==> config.mk <==
export PLATFORM = sky130hd
export DESIGN_NAME = act_track_arbiter_flat
export DESIGN_NICKNAME = d
export VERILOG_FILES = /design/src/rtl/act_track_arbiter_if.sv /design/src/rtl/act_track_arbiter.sv /design/src/flat_wrapper.sv
export SDC_FILE = /design/constraint.sdc
export NUM_CORES = 1
export LEC_CHECK = 0
export CELL_PAD_IN_SITES_DETAIL_PLACEMENT = 0
export CELL_PAD_IN_SITES_GLOBAL_PLACEMENT = 1
export CORE_MARGIN = 5
export CORE_UTILIZATION = 32
export CTS_BUF_LIST = sky130_fd_sc_hd__clkbuf_4
export DETAILED_ROUTE_END_ITERATION = 12
export PLACE_DENSITY_LB_ADDON = 0.1
export REMOVE_ABC_BUFFERS = 1
export SLEW_MARGIN = 15
export SYNTH_ARGS = -nofsm -noshare
export SYNTH_HDL_FRONTEND = slang
export SYNTH_SLANG_ARGS = --single-unit
==> constraint.sdc <==
create_clock -name clk_i -period 2.8 [get_ports clk_i]
set_input_delay 0.42 -clock clk_i [delete_from_list [all_inputs] [get_ports clk_i]]
set_output_delay 0.42 -clock clk_i [all_outputs]
set_load 0.02 [all_outputs]
==> src/rtl/act_track_arbiter_if.sv <==
// Bundle between the bank command queues, the ACT arbiter and the RowHammer tracker.
// master: arbiter side; slave: requester/tracker environment side.
interface act_track_arbiter_if #(
  parameter int unsigned N_REQ  = 4,
  parameter int unsigned ROW_W  = 16,
  parameter int unsigned BANK_W = 2,
  parameter int unsigned CNT_W  = 32
);
  logic [N_REQ-1:0]       req_valid_i;
  logic [N_REQ*ROW_W-1:0] req_row_i;
  logic [N_REQ-1:0]       req_ready_o;
  logic                   trk_act_o;
  logic [ROW_W-1:0]       trk_row_o;
  logic [BANK_W-1:0]      trk_bank_o;
  logic                   trk_done_i;
  logic [N_REQ-1:0]       grant_o;
  logic                   busy_o;
  logic [CNT_W-1:0]       act_cnt_o;
  logic                   timeout_o;

  modport master (
    input  req_valid_i, req_row_i, trk_done_i,
    output req_ready_o, trk_act_o, trk_row_o, trk_bank_o, grant_o, busy_o,
           act_cnt_o, timeout_o
  );

  modport slave (
    output req_valid_i, req_row_i, trk_done_i,
    input  req_ready_o, trk_act_o, trk_row_o, trk_bank_o, grant_o, busy_o,
           act_cnt_o, timeout_o
  );
endinterface

==> src/rtl/act_track_arbiter.sv <==
// Round-robin arbiter sharing one RowHammer tracker among N_REQ bank ACT requesters.
// Optional WAIT-state abort enabled by defining ACT_ARB_TIMEOUT_EN.
module act_track_arbiter #(
  parameter int unsigned N_REQ   = 4,
  parameter int unsigned ROW_W   = 16,
  parameter int unsigned BANK_W  = 2,
  parameter int unsigned CNT_W   = 32,
  parameter int unsigned TIMEOUT = 64
) (
  input  logic                clk_i,
  input  logic                rst_i,
  act_track_arbiter_if.master bus
);

  typedef enum logic [1:0] {IDLE, ISSUE, WAIT} state_e;

  if (N_REQ < 2) begin : g_chk_nreq
    $error("act_track_arbiter: N_REQ must be >= 2");
  end
  if (TIMEOUT < 1) begin : g_chk_timeout
    $error("act_track_arbiter: TIMEOUT must be >= 1");
  end

  state_e              state_q, state_d;
  logic [BANK_W-1:0]   ptr_q, ptr_d;
  logic [BANK_W-1:0]   win_idx;
  logic                win_found;
  logic [ROW_W-1:0]    win_row;
  logic [N_REQ-1:0]    ready_c;
  logic                xfer;
  logic                timeout_hit;

  logic                trk_act_q, trk_act_d;
  logic [ROW_W-1:0]    row_q, row_d;
  logic [BANK_W-1:0]   bank_q, bank_d;
  logic [N_REQ-1:0]    grant_q, grant_d;
  logic                busy_q, busy_d;
  logic [CNT_W-1:0]    cnt_q, cnt_d;
  logic                timeout_q, timeout_d;

  // Round-robin search starting just after the last winner.
  always_comb begin : winner
    win_found = 1'b0;
    win_idx   = '0;
    for (int unsigned i = 1; i <= N_REQ; i++) begin
      for (int unsigned k = 0; k < N_REQ; k++) begin
        if (!win_found && bus.req_valid_i[k] && (k == (32'(ptr_q) + i) % N_REQ)) begin
          win_found = 1'b1;
          win_idx   = BANK_W'(k);
        end
      end
    end
  end

  always_comb begin : row_mux
    win_row = '0;
    for (int unsigned k = 0; k < N_REQ; k++) begin
      if (BANK_W'(k) == win_idx) win_row = bus.req_row_i[k*ROW_W +: ROW_W];
    end
  end

  // Ready is suppressed during a reset cycle so nothing is accepted and then dropped.
  assign ready_c = (state_q == IDLE && !rst_i && win_found) ? (N_REQ'(1) << win_idx) : '0;
  assign xfer    = |(ready_c & bus.req_valid_i);

`ifdef ACT_ARB_TIMEOUT_EN
  localparam int unsigned TO_W = $clog2(TIMEOUT + 1);
  logic [TO_W-1:0] wait_cnt_q;

  // Counts elapsed WAIT cycles; zero on every WAIT entry.
  always_ff @(posedge clk_i) begin
    if (rst_i || state_q != WAIT) wait_cnt_q <= '0;
    else                          wait_cnt_q <= wait_cnt_q + TO_W'(1);
  end

  assign timeout_hit = (state_q == WAIT) && (wait_cnt_q == TO_W'(TIMEOUT - 1));
`else
  assign timeout_hit = 1'b0;
`endif

  always_comb begin : fsm_next
    state_d   = state_q;
    ptr_d     = ptr_q;
    row_d     = row_q;
    bank_d    = bank_q;
    grant_d   = grant_q;
    cnt_d     = cnt_q;
    timeout_d = 1'b0;
    case (state_q)
      IDLE: begin
        if (xfer) begin
          state_d = ISSUE;
          ptr_d   = win_idx;
          row_d   = win_row;
          bank_d  = win_idx;
          grant_d = ready_c;
          cnt_d   = (&cnt_q) ? cnt_q : cnt_q + CNT_W'(1);
        end
      end
      ISSUE: state_d = WAIT;
      WAIT: begin
        // A done in the final WAIT cycle takes priority over the abort.
        if (bus.trk_done_i) begin
          state_d = IDLE;
          grant_d = '0;
        end else if (timeout_hit) begin
          state_d   = IDLE;
          grant_d   = '0;
          timeout_d = 1'b1;
        end
      end
      default: begin
        state_d = IDLE;
        grant_d = '0;
      end
    endcase
    trk_act_d = (state_d == ISSUE);
    busy_d    = (state_d != IDLE);
  end

  always_ff @(posedge clk_i) begin : fsm_reg
    if (rst_i) begin
      state_q   <= IDLE;
      ptr_q     <= BANK_W'(N_REQ - 1);
      trk_act_q <= 1'b0;
      row_q     <= '0;
      bank_q    <= '0;
      grant_q   <= '0;
      busy_q    <= 1'b0;
      cnt_q     <= '0;
      timeout_q <= 1'b0;
    end else begin
      state_q   <= state_d;
      ptr_q     <= ptr_d;
      trk_act_q <= trk_act_d;
      row_q     <= row_d;
      bank_q    <= bank_d;
      grant_q   <= grant_d;
      busy_q    <= busy_d;
      cnt_q     <= cnt_d;
      timeout_q <= timeout_d;
    end
  end

  assign bus.req_ready_o = ready_c;
  assign bus.trk_act_o   = trk_act_q;
  assign bus.trk_row_o   = row_q;
  assign bus.trk_bank_o  = bank_q;
  assign bus.grant_o     = grant_q;
  assign bus.busy_o      = busy_q;
  assign bus.act_cnt_o   = cnt_q;
  assign bus.timeout_o   = timeout_q;

endmodule

==> src/flat_wrapper.sv <==
// flat-port wrapper written by rule: the top's interface ports become plain ports
module act_track_arbiter_flat 
#(
  parameter int unsigned N_REQ   = 4,
  parameter int unsigned ROW_W   = 16,
  parameter int unsigned BANK_W  = 2,
  parameter int unsigned CNT_W   = 32,
  parameter int unsigned TIMEOUT = 64
)
  (clk_i, rst_i, bus_req_valid_i, bus_req_row_i, bus_trk_done_i, bus_req_ready_o, bus_trk_act_o, bus_trk_row_o, bus_trk_bank_o, bus_grant_o, bus_busy_o, bus_act_cnt_o, bus_timeout_o);
  act_track_arbiter_if #(.N_REQ(N_REQ), .ROW_W(ROW_W), .BANK_W(BANK_W), .CNT_W(CNT_W)) bus_i ();
  input  logic clk_i;
  input  logic rst_i;
  input wire logic [$bits(bus_i.req_valid_i)-1:0] bus_req_valid_i;
  input wire logic [$bits(bus_i.req_row_i)-1:0] bus_req_row_i;
  input wire logic [$bits(bus_i.trk_done_i)-1:0] bus_trk_done_i;
  output wire logic [$bits(bus_i.req_ready_o)-1:0] bus_req_ready_o;
  output wire logic [$bits(bus_i.trk_act_o)-1:0] bus_trk_act_o;
  output wire logic [$bits(bus_i.trk_row_o)-1:0] bus_trk_row_o;
  output wire logic [$bits(bus_i.trk_bank_o)-1:0] bus_trk_bank_o;
  output wire logic [$bits(bus_i.grant_o)-1:0] bus_grant_o;
  output wire logic [$bits(bus_i.busy_o)-1:0] bus_busy_o;
  output wire logic [$bits(bus_i.act_cnt_o)-1:0] bus_act_cnt_o;
  output wire logic [$bits(bus_i.timeout_o)-1:0] bus_timeout_o;
  assign bus_i.req_valid_i = bus_req_valid_i;
  assign bus_i.req_row_i = bus_req_row_i;
  assign bus_i.trk_done_i = bus_trk_done_i;
  assign bus_req_ready_o = bus_i.req_ready_o;
  assign bus_trk_act_o = bus_i.trk_act_o;
  assign bus_trk_row_o = bus_i.trk_row_o;
  assign bus_trk_bank_o = bus_i.trk_bank_o;
  assign bus_grant_o = bus_i.grant_o;
  assign bus_busy_o = bus_i.busy_o;
  assign bus_act_cnt_o = bus_i.act_cnt_o;
  assign bus_timeout_o = bus_i.timeout_o;
  act_track_arbiter #(.N_REQ(N_REQ), .ROW_W(ROW_W), .BANK_W(BANK_W), .CNT_W(CNT_W), .TIMEOUT(TIMEOUT)) u_core (.clk_i(clk_i), .rst_i(rst_i), .bus(bus_i));
endmodule
# == After elaboration in Yosys (flattened, before gate mapping) ==
# Index checks and enable logic that the tools add are counted.
# word_totals
romBits,0
latchBits,0
out_inout_bits,61
ramBits,0
in_bits,71
mem_count,0
register_bits,60
elab_cells,140
# classes
muxes,42
n_reduce_logical,61
n_mul,0
shifts,1
add_sub_neg,5
div_mod_pow,0
bitwise_logic,3
eq_ne,20
magnitude_cmp,0
# ops
operator,count
$logic_not A32 Y1,4
$mux W16,4
$logic_and A1 B1 Y1,33
$add A32 B1 Y32 const B,1
$mux W2,16
$reduce_and A32 Y1,1
$eq A2 B2 Y1 const A,10
$mux W1,17
$logic_not A1 Y1,16
$mux W4,3
$pmux W4 S3,1
$eq A1 B2 Y1 const A,5
$pmux W2 S3,1
$reduce_and A3 Y1,2
$add A2 B1 Y2 const B,2
$add A2 B2 Y2 const B,2
$and A4 B4 Y4,1
$eq A2 B1 Y1 const B,2
$logic_not A2 Y1,2
$reduce_or A4 Y1,1
$shl A1 B2 Y4 const A,1
$eq A2 B2 Y1 const B,1
$ne A2 B1 Y1 const B,1
$ne A2 B2 Y1 const B,1
3 further kinds,4

# == Logic depth before layout (Yosys ltp) ==
# Gate-level depths: netlist of the first run.
# depth
ltp_word,71
ltp_mapped,7
mapped_depth_nobuf,6

# == Worst setup path after synthesis of the first run ==
# No wires, ideal clock.
# synth_timing
kind,input-to-output
from,input bus_req_valid_i[1]
to,output bus_req_ready_o[0]
path_slack_ns,0.572
t_arrival_ns,1.808
stages,5
path_buffers,2
path_cell_list,or3b_2 > o221a_2 > buf_2 > buf_2 > nor3_1
# synth_via
elab_chain_cells,61
# synth_lines
item,line_no,rtl
"start, declared",flat_wrapper.sv:14,input wire logic [$bits(bus_i.req_valid_i)-1:0] bus_req_valid_i;
$logic_and A1 B1 Y1 (2 in series),act_track_arbiter.sv:47,if (!win_found && bus.req_valid_i[k] && (k == (32'(ptr_q) + i) % N_REQ)) begin
$mux W1,act_track_arbiter.sv:47,
$logic_not A1 Y1,act_track_arbiter.sv:47,
$logic_and A1 B1 Y1 (2 in series),act_track_arbiter.sv:47,
$mux W1,act_track_arbiter.sv:47,
$logic_not A1 Y1,act_track_arbiter.sv:47,
$logic_and A1 B1 Y1 (2 in series),act_track_arbiter.sv:47,
$mux W1,act_track_arbiter.sv:47,
[... 40 more ...],n/a,
$logic_not A1 Y1,act_track_arbiter.sv:47,
$logic_and A1 B1 Y1 (2 in series),act_track_arbiter.sv:47,
$mux W1,act_track_arbiter.sv:47,
$logic_not A1 Y1,act_track_arbiter.sv:47,
$logic_and A1 B1 Y1 (2 in series),act_track_arbiter.sv:47,
$mux W2 or $mux W1 (tied branches),act_track_arbiter.sv:47,
$shl A1 B2 Y4 or $logic_and A1 B1 Y1 (tied branches),act_track_arbiter.sv:63,assign ready_c = (state_q == IDLE && !rst_i && win_found) ? (N_REQ'(1) << win_idx) : '0;
$mux W4 (*),act_track_arbiter.sv:63,
"end, declared",flat_wrapper.sv:17,output wire logic [$bits(bus_i.req_ready_o)-1:0] bus_req_ready_o;
# Every way passes the cells marked *; elsewhere a longest branch is shown, timed or not.

# == Worst setup path in the final report of the first run ==
# Ends and elaborated chain as after synthesis.

==> metrics.log, run 1 <==
[metrics] result of the run: completed
[metrics] Detailed Routing Iterations Pass 1: 4
[metrics] number of hold-repair buffers added at the cts stage: 0
[metrics] final-report max-slew violation count: 0
[metrics] Finished Core Util: 48.42%
[metrics] Peak Freq: 383.7 MHz
[metrics] global-route wire length before repair: ~17000 µm
[metrics] synthesized-area fraction occupied by adder cells: less than 1%
[metrics] Antenna Nets Post-Route: 0
[metrics] design internal power: 1439 µW
[metrics] number of max-cap violations: 0
[metrics] Placement Rows: 37
[metrics] vertical die dimension: approximately 110 µm
[metrics] buffer type at the clock tree root: clkbuf_4
[metrics] total power consumption of the routed design: ~2100 µW
[metrics] area share of xor/xnor cells in the synthesized design: 3.421%
[metrics] Final min period: about 2.6 ns
[metrics] Worst Slack Setup Final: just under 0.2 ns
[metrics] average via count per standard cell: 5.015
[metrics] crit end category: output port
[metrics] number of H-tree levels: 3
[metrics] count of synthesis-stage warnings from yosys: 0
[metrics] number of nets in the layout: between 500 and 600
[metrics] final count of negative-setup-slack endpoints: 0
[metrics] portion of total power attributed to sequential cells: between 40% and 50%
[metrics] Post-Place Worst Slack: -0.1026 ns
[metrics] period utilization: between 90% and 100%
[metrics] vias in the first global route: ~3300
[metrics] number of sinks driven by the clock tree: 60
[metrics] power share of the combinational group: a little under a third
[metrics] number of buffers created by CTS: 9
[metrics] placeable core area: between 10000 and 15000 µm²
[metrics] remaining global-route overflow: 0
[metrics] total global-route track usage: 16.04%
[metrics] Placer Congestion: roughly 0.77
[metrics] maximum buffer depth of the clock tree: 2
[metrics] fraction of layout cells with a size suffix above 1: a little under an eighth
[metrics] unrepaired setup endpoints after global routing: false
[metrics] Final Hold Fails: 0
[metrics] detailed-route via count: around 3300
[metrics] net switching power: roughly 640 µW
[metrics] largest fanout on the critical path: 4
[metrics] clock network latency to the later pin of the worst-skew pair: 0.38 ns
[metrics] mux contribution to synthesized area: between 15 and 20%
[metrics] Syn Std Cell Area: between 3000 and 4000 µm²
[metrics] I/O Buffers: 130
[metrics] Critical Setup Path Class: in2out
[metrics] n_diodes: 0
[metrics] signal arrival time at the worst endpoint: roughly 2.2 ns
[metrics] headroom to the max-slew limit: between 50% and 60%
[metrics] Worst Setup Start Kind: primary input
[metrics] setup clock skew after layout: between 0.01 and 0.015 ns
[metrics] horizontal die dimension: 112.0 µm
[metrics] DRC viols: 0
[metrics] Mean Syn Cell Area: around 8.7 µm²
[metrics] number of top-level design ports: between 100 and 150
[metrics] pin count of the biggest net entering global routing: 67
[metrics] LEAKAGE: approximately 0.0018 µW
[metrics] flop and latch count out of synthesis: 60
[metrics] power per standard cell area: about 420 nW/µm²
[metrics] Sw Ratio: 30.65%
[metrics] effective utilization at floorplan: around 33%
[metrics] synthesized instance count: between 300 and 400
[metrics] EDFF count, synth: 0
[metrics] fill count: just over 1000
[metrics] Routed WL per cell: 15.40 µm
[metrics] overall die area: between 10000 and 15000 µm²
[metrics] P&R area growth vs syn: 48.83%
[metrics] initial antenna violation count: 0
[metrics] share of synthesized area occupied by flip-flops and latches: between 30% and 40%
[metrics] peak supply drop: between 150 and 200 µV
[metrics] synthesized-area fraction occupied by and/or/nand/nor cells: around a quarter
[metrics] DRC marker count from the first detailed-route iteration: roughly 140
[metrics] clock share of power: 24.1%
[metrics] total length of routed wires: 10150 µm
[metrics] DPL Wire Length: 7637 µm
[metrics] TritonCTS clock tree: built
[metrics] Hold WC Path Type: reg2reg
[metrics] main combinational cell family by area after synthesis: simple AND/OR/NAND/NOR gates
[metrics] complex-gate fraction of the synthesized area: between 15 and 20%
[metrics] FFs w/ async S/R, synth: 0%
[metrics] Netlist cell types: 54
[metrics] actual slew at the worst max-slew pin: between 0.6 and 0.7 ns
[metrics] commonest register cell after synthesis: dfxtp_1
[metrics] clock transition at the registers of the reported paths: 0.10 ns
[metrics] required time of the critical path: 2.38 ns
## cell usage after synthesis (all sizes together) (3+ instances only)
cell / n / area share (%)
clkbuf: 17 / 1.9
or4: 3 / 0.68
o21ai: 26 / 3.9
nor2: 33 / 3.7
and3: 7 / 1.3
and2: 3 / 0.56
buf: 8 / 1.3
a2111oi: 4 / 1.1
mux2i: 33 / 9.9
a311oi: 3 / 0.79
nor4: 8 / 1.7
nand2: 16 / 1.8
dfxtp: 60 / 36
o31ai: 4 / 1.1
nand2b: 3 / 0.56
nor3: 9 / 1.5
a31oi: 3 / 0.56
a32oi: 4 / 1.1
nand3b: 14 / 3.2
mux2: 18 / 6.1
and4: 5 / 1.4
a211oi: 3 / 0.68
nor2b: 10 / 1.9
xnor2: 11 / 2.9
a21oi: 20 / 3.0
or3: 10 / 1.9
nand3: 11 / 2.0
inv: 6 / 0.68
nand4: 8 / 1.5
## critical path, stage by stage
cell	delay, ns
clkdlybuf4s50_1	0.45
nor2b_1	0.15
o21a_1	0.17
or3_1	0.45
nor3_1	0.19
dlygate4sd2_1	0.35
## worst paths after layout
kind / start / endpoint / slack [ns] / cells after the start
hold reg to reg: u_core.bus.trk_row_o[12]$_SDFFE_PP0P_ / u_core.bus.trk_row_o[12]$_SDFFE_PP0P_ / 0.48 / 2
setup reg to reg: u_core.bus.act_cnt_o[28]$_SDFFE_PP0P_ / u_core.bus.act_cnt_o[14]$_SDFFE_PP0P_ / 0.51 / 5
setup / recovery: bus_req_valid_i[1] / bus_req_ready_o[0] / 0.19 / 6
hold / removal: u_core.bus.trk_row_o[12]$_SDFFE_PP0P_ / u_core.bus.trk_row_o[12]$_SDFFE_PP0P_ / 0.48 / 2
## cells by family (layout without fill, tap and decap cells)
kind of cell / count (synthesis) / count (layout)
DFF: 60 / 60
other: 1 / 1
muxes: 51 / 51
adders and majority gates: 1 / 1
xor gates and xnor gates: 13 / 13
AOI/OAI and AO/OA: 79 / 79
buffers and inverters: 31 / 173
and+or+nand+nor: 145 / 145
## routing by layer
layer  track usage [%]  wire length, µm
met5                 0                0
met4             4.087               61
met3             4.946              571
met2             26.90             4913
met1             20.09             4604
## cell type report
class	count	area, µm²	share of cell area [%]
timing repair buffer	152	1456	29.40
clock buffer	11	82.58	1.667
tap	136	170.2	3.435
clock inverter	4	17.52	0.3536
inverter	6	22.52	0.4547
multi-input combinational	290	2003	40.44
sequential	60	1201	24.25
## registers in the layout, summed over array words and instances (netlist names)
name and cells:
u_core.bus.act_cnt_o 32, u_core.bus.trk_row_o 16, u_core.bus.grant_o 4, u_core.bus.trk_bank_o 2, u_core.ptr_q 2, u_core.state_q 2
u_core.bus.busy_o 1, u_core.bus.trk_act_o 1
## through the flow
stage / std cells / TNS (ns) / hold WS (ns) / area (µm²)
final: 659 / 0 / 0.4826 / 4954
after global routing: 659 / 0 / 0.5085 / 4954
after CTS: 659 / 0 / 0.4869 / 4954
after detailed placement: 644 / -0.3842 / 0.4696 / 4858
after global placement: 644 / -0.1282 / 0.4660 / 4858
after floorplan: 356 / 0 / 0.4891 / 3221
## layout by cell type (no fill, tap or decap), types with 11 or more instances in the layout
| master | netlist | final |
|---|---|---|
| clkdlybuf4s50_1 | 0 | 125 |
| dfxtp_1 | 60 | 60 |
| nor2_1 | 33 | 33 |
| mux2i_1 | 33 | 33 |
| buf_4 | 2 | 22 |
| a21oi_1 | 20 | 20 |
| o21ai_0 | 19 | 19 |
| mux2_2 | 18 | 18 |
| nand2_1 | 16 | 16 |
| nand3b_1 | 14 | 14 |
| xnor2_1 | 11 | 11 |
| clkbuf_4 | 0 | 11 |
## power groups by stage
stage | sequential (µW) | combinational (µW) | clock, µW
global route | 957 | 681 | 566
floorplan | 1030 | 245 | 0
CTS | 950 | 635 | 522
global placement | 967 | 633 | 0
detailed placement | 968 | 635 | 0
finish | 950 | 626 | 499
## repair_timing
item,CTS,global route
endpoints found under the setup margin,4,0
gates resized for setup,4,0
buffers inserted,0,0
Power figures use the tool's default switching activity.
==> run 2: changes to the inputs <==
--- a/config.mk
+++ b/config.mk
@@ -8,9 +8,10 @@
 export CELL_PAD_IN_SITES_DETAIL_PLACEMENT = 0
 export CELL_PAD_IN_SITES_GLOBAL_PLACEMENT = 1
 export CORE_MARGIN = 5
-export CORE_UTILIZATION = 32
+export CORE_UTILIZATION = 39
 export CTS_BUF_LIST = sky130_fd_sc_hd__clkbuf_4
 export DETAILED_ROUTE_END_ITERATION = 12
+export DONT_BUFFER_PORTS = 1
 export PLACE_DENSITY_LB_ADDON = 0.1
 export REMOVE_ABC_BUFFERS = 1
 export SLEW_MARGIN = 15
==> run 2 against run 1 <==
  * Core utilization fell by 4.7 points
  * Cell count is 25% lower
  * Non-clock buffer count fell by 132
  * Critical path type is now reg2out
  * Largest power group unchanged
  * Highest routed layer unchanged
==> metrics.log, run 2 (synthesized netlist as in run 1, its figures left out) <==
[metrics] Placement Rows: 33
[metrics] Setup TNS: 0 ns
[metrics] Hold Crit Depth: 1
[metrics] top library cells by usage in the layout, fill and taps aside: 60 x dfxtp_1, 33 x nor2_1, 33 x mux2i_1
[metrics] actual slew at the worst max-slew pin: about 0.55 ns
[metrics] global-route wire length before repair: roughly 14000 µm
[metrics] number of max-cap violations: 0
[metrics] maximum buffer depth of the clock tree: 2
[metrics] Hold WC Path Type: in2reg
[metrics] TritonCTS clock tree: built
[metrics] post-cts gate resize count: 0
[metrics] DPL Wire Length: around 6300 µm
[metrics] clock network latency to the later pin of the worst-skew pair: 0.40 ns
[metrics] total global-route track usage: between 10% and 20%
[metrics] final-report max-slew violation count: 0
[metrics] total length of routed wires: roughly 8900 µm
[metrics] Peak Freq: approximately 400 MHz
[metrics] Final Hold Fails: 0
[metrics] vertical die dimension: around 100 µm
[metrics] DRC viols: 0
[metrics] setup clock skew after layout: between 0.02 and 0.025 ns
[metrics] overall die area: between 10000 and 15000 µm²
[metrics] remaining global-route overflow: 0
[metrics] Final min period: between 2 and 2.5 ns
[metrics] r2r startpoint: u_core.bus.act_cnt_o[6]$_SDFFE_PP0P_
[metrics] horizontal die dimension: roughly 100 µm
[metrics] unrepaired setup endpoints after global routing: false
[metrics] LEAKAGE: ~0.0013 µW
[metrics] n_diodes: 0
[metrics] peak supply drop: between 200 and 250 µV
[metrics] average via count per standard cell: roughly 5.8
[metrics] pin count of the biggest net entering global routing: a little under 70
[metrics] headroom to the max-slew limit: between 60% and 70%
[metrics] critical hold path startpoint: rst_i
[metrics] detailed-route via count: 2853
[metrics] largest fanout on the critical path: 11
[metrics] number of hold-repair buffers added at the cts stage: 0
[metrics] initial antenna violation count: 0
[metrics] depth of the worst register-to-register path: 5
[metrics] capture point of the worst reg-to-reg path: u_core.bus.act_cnt_o[29]$_SDFFE_PP0P_
[metrics] Worst Setup Start Kind: flip-flop
[metrics] I/O Buffers: 0
[metrics] Placer Congestion: roughly 0.76
[metrics] vias in the first global route: ~2800
[metrics] most common cell after layout, fill and taps aside: dfxtp_1
[metrics] placeable core area: just over 8000 µm²
[metrics] number of sinks driven by the clock tree: 60
[metrics] crit end category: output port
[metrics] number of buffers created by CTS: 9
[metrics] Routed WL per cell: approximately 18 µm
[metrics] signal arrival time at the worst endpoint: approximately 2.1 ns
[metrics] max reg flops: 32
[metrics] fill count: roughly 830
[metrics] power per standard cell area: ~510 nW/µm²
[metrics] P&R area growth vs syn: 8.572%
[metrics] Worst Slack Setup Final: between 0.3 and 0.4 ns
[metrics] fraction of layout cells with a size suffix above 1: between 10% and 20%
[metrics] setup bufs post-CTS: 0
[metrics] register-to-register setup slack: between 0.4 and 0.5 ns
[metrics] final count of negative-setup-slack endpoints: 0
[metrics] number of top-level design ports: 132
[metrics] sink of the worst hold path: u_core.bus.act_cnt_o[30]$_SDFFE_PP0P_
[metrics] effective utilization at floorplan: roughly two fifths
[metrics] number of H-tree levels: 3
[metrics] Post-Place Worst Slack: 0.4813 ns
[metrics] result of the run: completed
[metrics] required time of the critical path: around 2.4 ns
[metrics] Detailed Routing Iterations Pass 1: 4
[metrics] number of nets in the layout: about 460
[metrics] clock transition at the registers of the reported paths: about 0.10 ns
[metrics] Antenna Nets Post-Route: 0
[metrics] buffer type at the clock tree root: clkbuf_4
[metrics] Critical Setup Path Class: reg2out
[metrics] period utilization: roughly nine tenths
[metrics] DRC marker count from the first detailed-route iteration: roughly 120
-- run 2: cell count changes in the layout (fill, tap and decap cells not counted), sizes merged --
| cell | before | now |
|---|---|---|
| dlygate4sd2 | 4 | 0 |
| clkinv | 4 | 3 |
| clkdlybuf4s50 | 125 | 0 |
| buf | 23 | 20 |
| clkbuf | 11 | 12 |
-- run 2: report_power, final --
group | total, µW | internal, µW | leakage, µW | switching (µW)
sequential | 1030 | 913 | 0.000489 | 113
clock | 514 | 204 | 0.0000669 | 310
combinational | 306 | 148 | 0.000716 | 158
-- run 2: final cells by class --
| type | count | area, µm² | area share (%) |
|---|---|---|---|
| Multi-Input combinational cell | 290 | 2003 | 55.44 |
| Clock inverter | 3 | 15.01 | 0.4155 |
| Clock buffer | 12 | 90.09 | 2.493 |
| Inverter | 6 | 22.52 | 0.6233 |
| Timing Repair Buffer | 20 | 150.1 | 4.155 |
| Tap cell | 105 | 131.4 | 3.636 |
| Sequential cell | 60 | 1201 | 33.24 |
-- run 2: metal layers --
layer  vias to the layer above  global-route usage [%]  share of wire (%)
met5                         -                       0                  0
met4                         0                   4.844               0.93
met3                         7                   6.621                7.8
met2                        80                   27.24                 47
met1                      1337                   21.31                 44
li1                       1429                       -                  -
-- run 2: per-stage QoR --
| step | power (µW) | hold slack [ns] | instances | utilization, % | cell area (µm²) |
|---|---|---|---|---|---|
| floorplan | 1275 | 0.4891 | 356 | - | 3221 |
| global placement | 1352 | 0.4963 | 481 | 42.48 | 3508 |
| detailed placement | 1358 | 0.4977 | 481 | 42.48 | 3508 |
| CTS | 1885 | 0.04332 | 496 | 43.76 | 3613 |
| global route | 1962 | 0.03472 | 496 | 43.76 | 3613 |
| finish | 1847 | 0.08712 | 496 | 43.76 | 3613 |
-- run 2: critical path: stages, from the launching register on --
cell,delay (ns)
dfxtp_1,0.34
nor3_1,0.49
nand2_1,0.40
nor3_1,0.28
buf_4,0.17
-- run 2: how the worst max path moves through the flow --
stage | from | to | slack (ns) | depth (start not counted)
global placement | u_core.bus.act_cnt_o[6]$_SDFFE_PP0P_ | u_core.bus.act_cnt_o[29]$_SDFFE_PP0P_ | 0.52 | 5
CTS | u_core.state_q[0]$_SDFF_PP0_ | bus_req_ready_o[3] | 0.26 | 4
finish | u_core.state_q[0]$_SDFF_PP0_ | bus_req_ready_o[3] | 0.31 | 4
detailed placement | u_core.bus.act_cnt_o[6]$_SDFFE_PP0P_ | u_core.bus.act_cnt_o[29]$_SDFFE_PP0P_ | 0.48 | 5
global route | u_core.state_q[0]$_SDFF_PP0_ | bus_req_ready_o[1] | 0.004 | 4
floorplan | rst_i | bus_req_ready_o[0] | 0.23 | 3
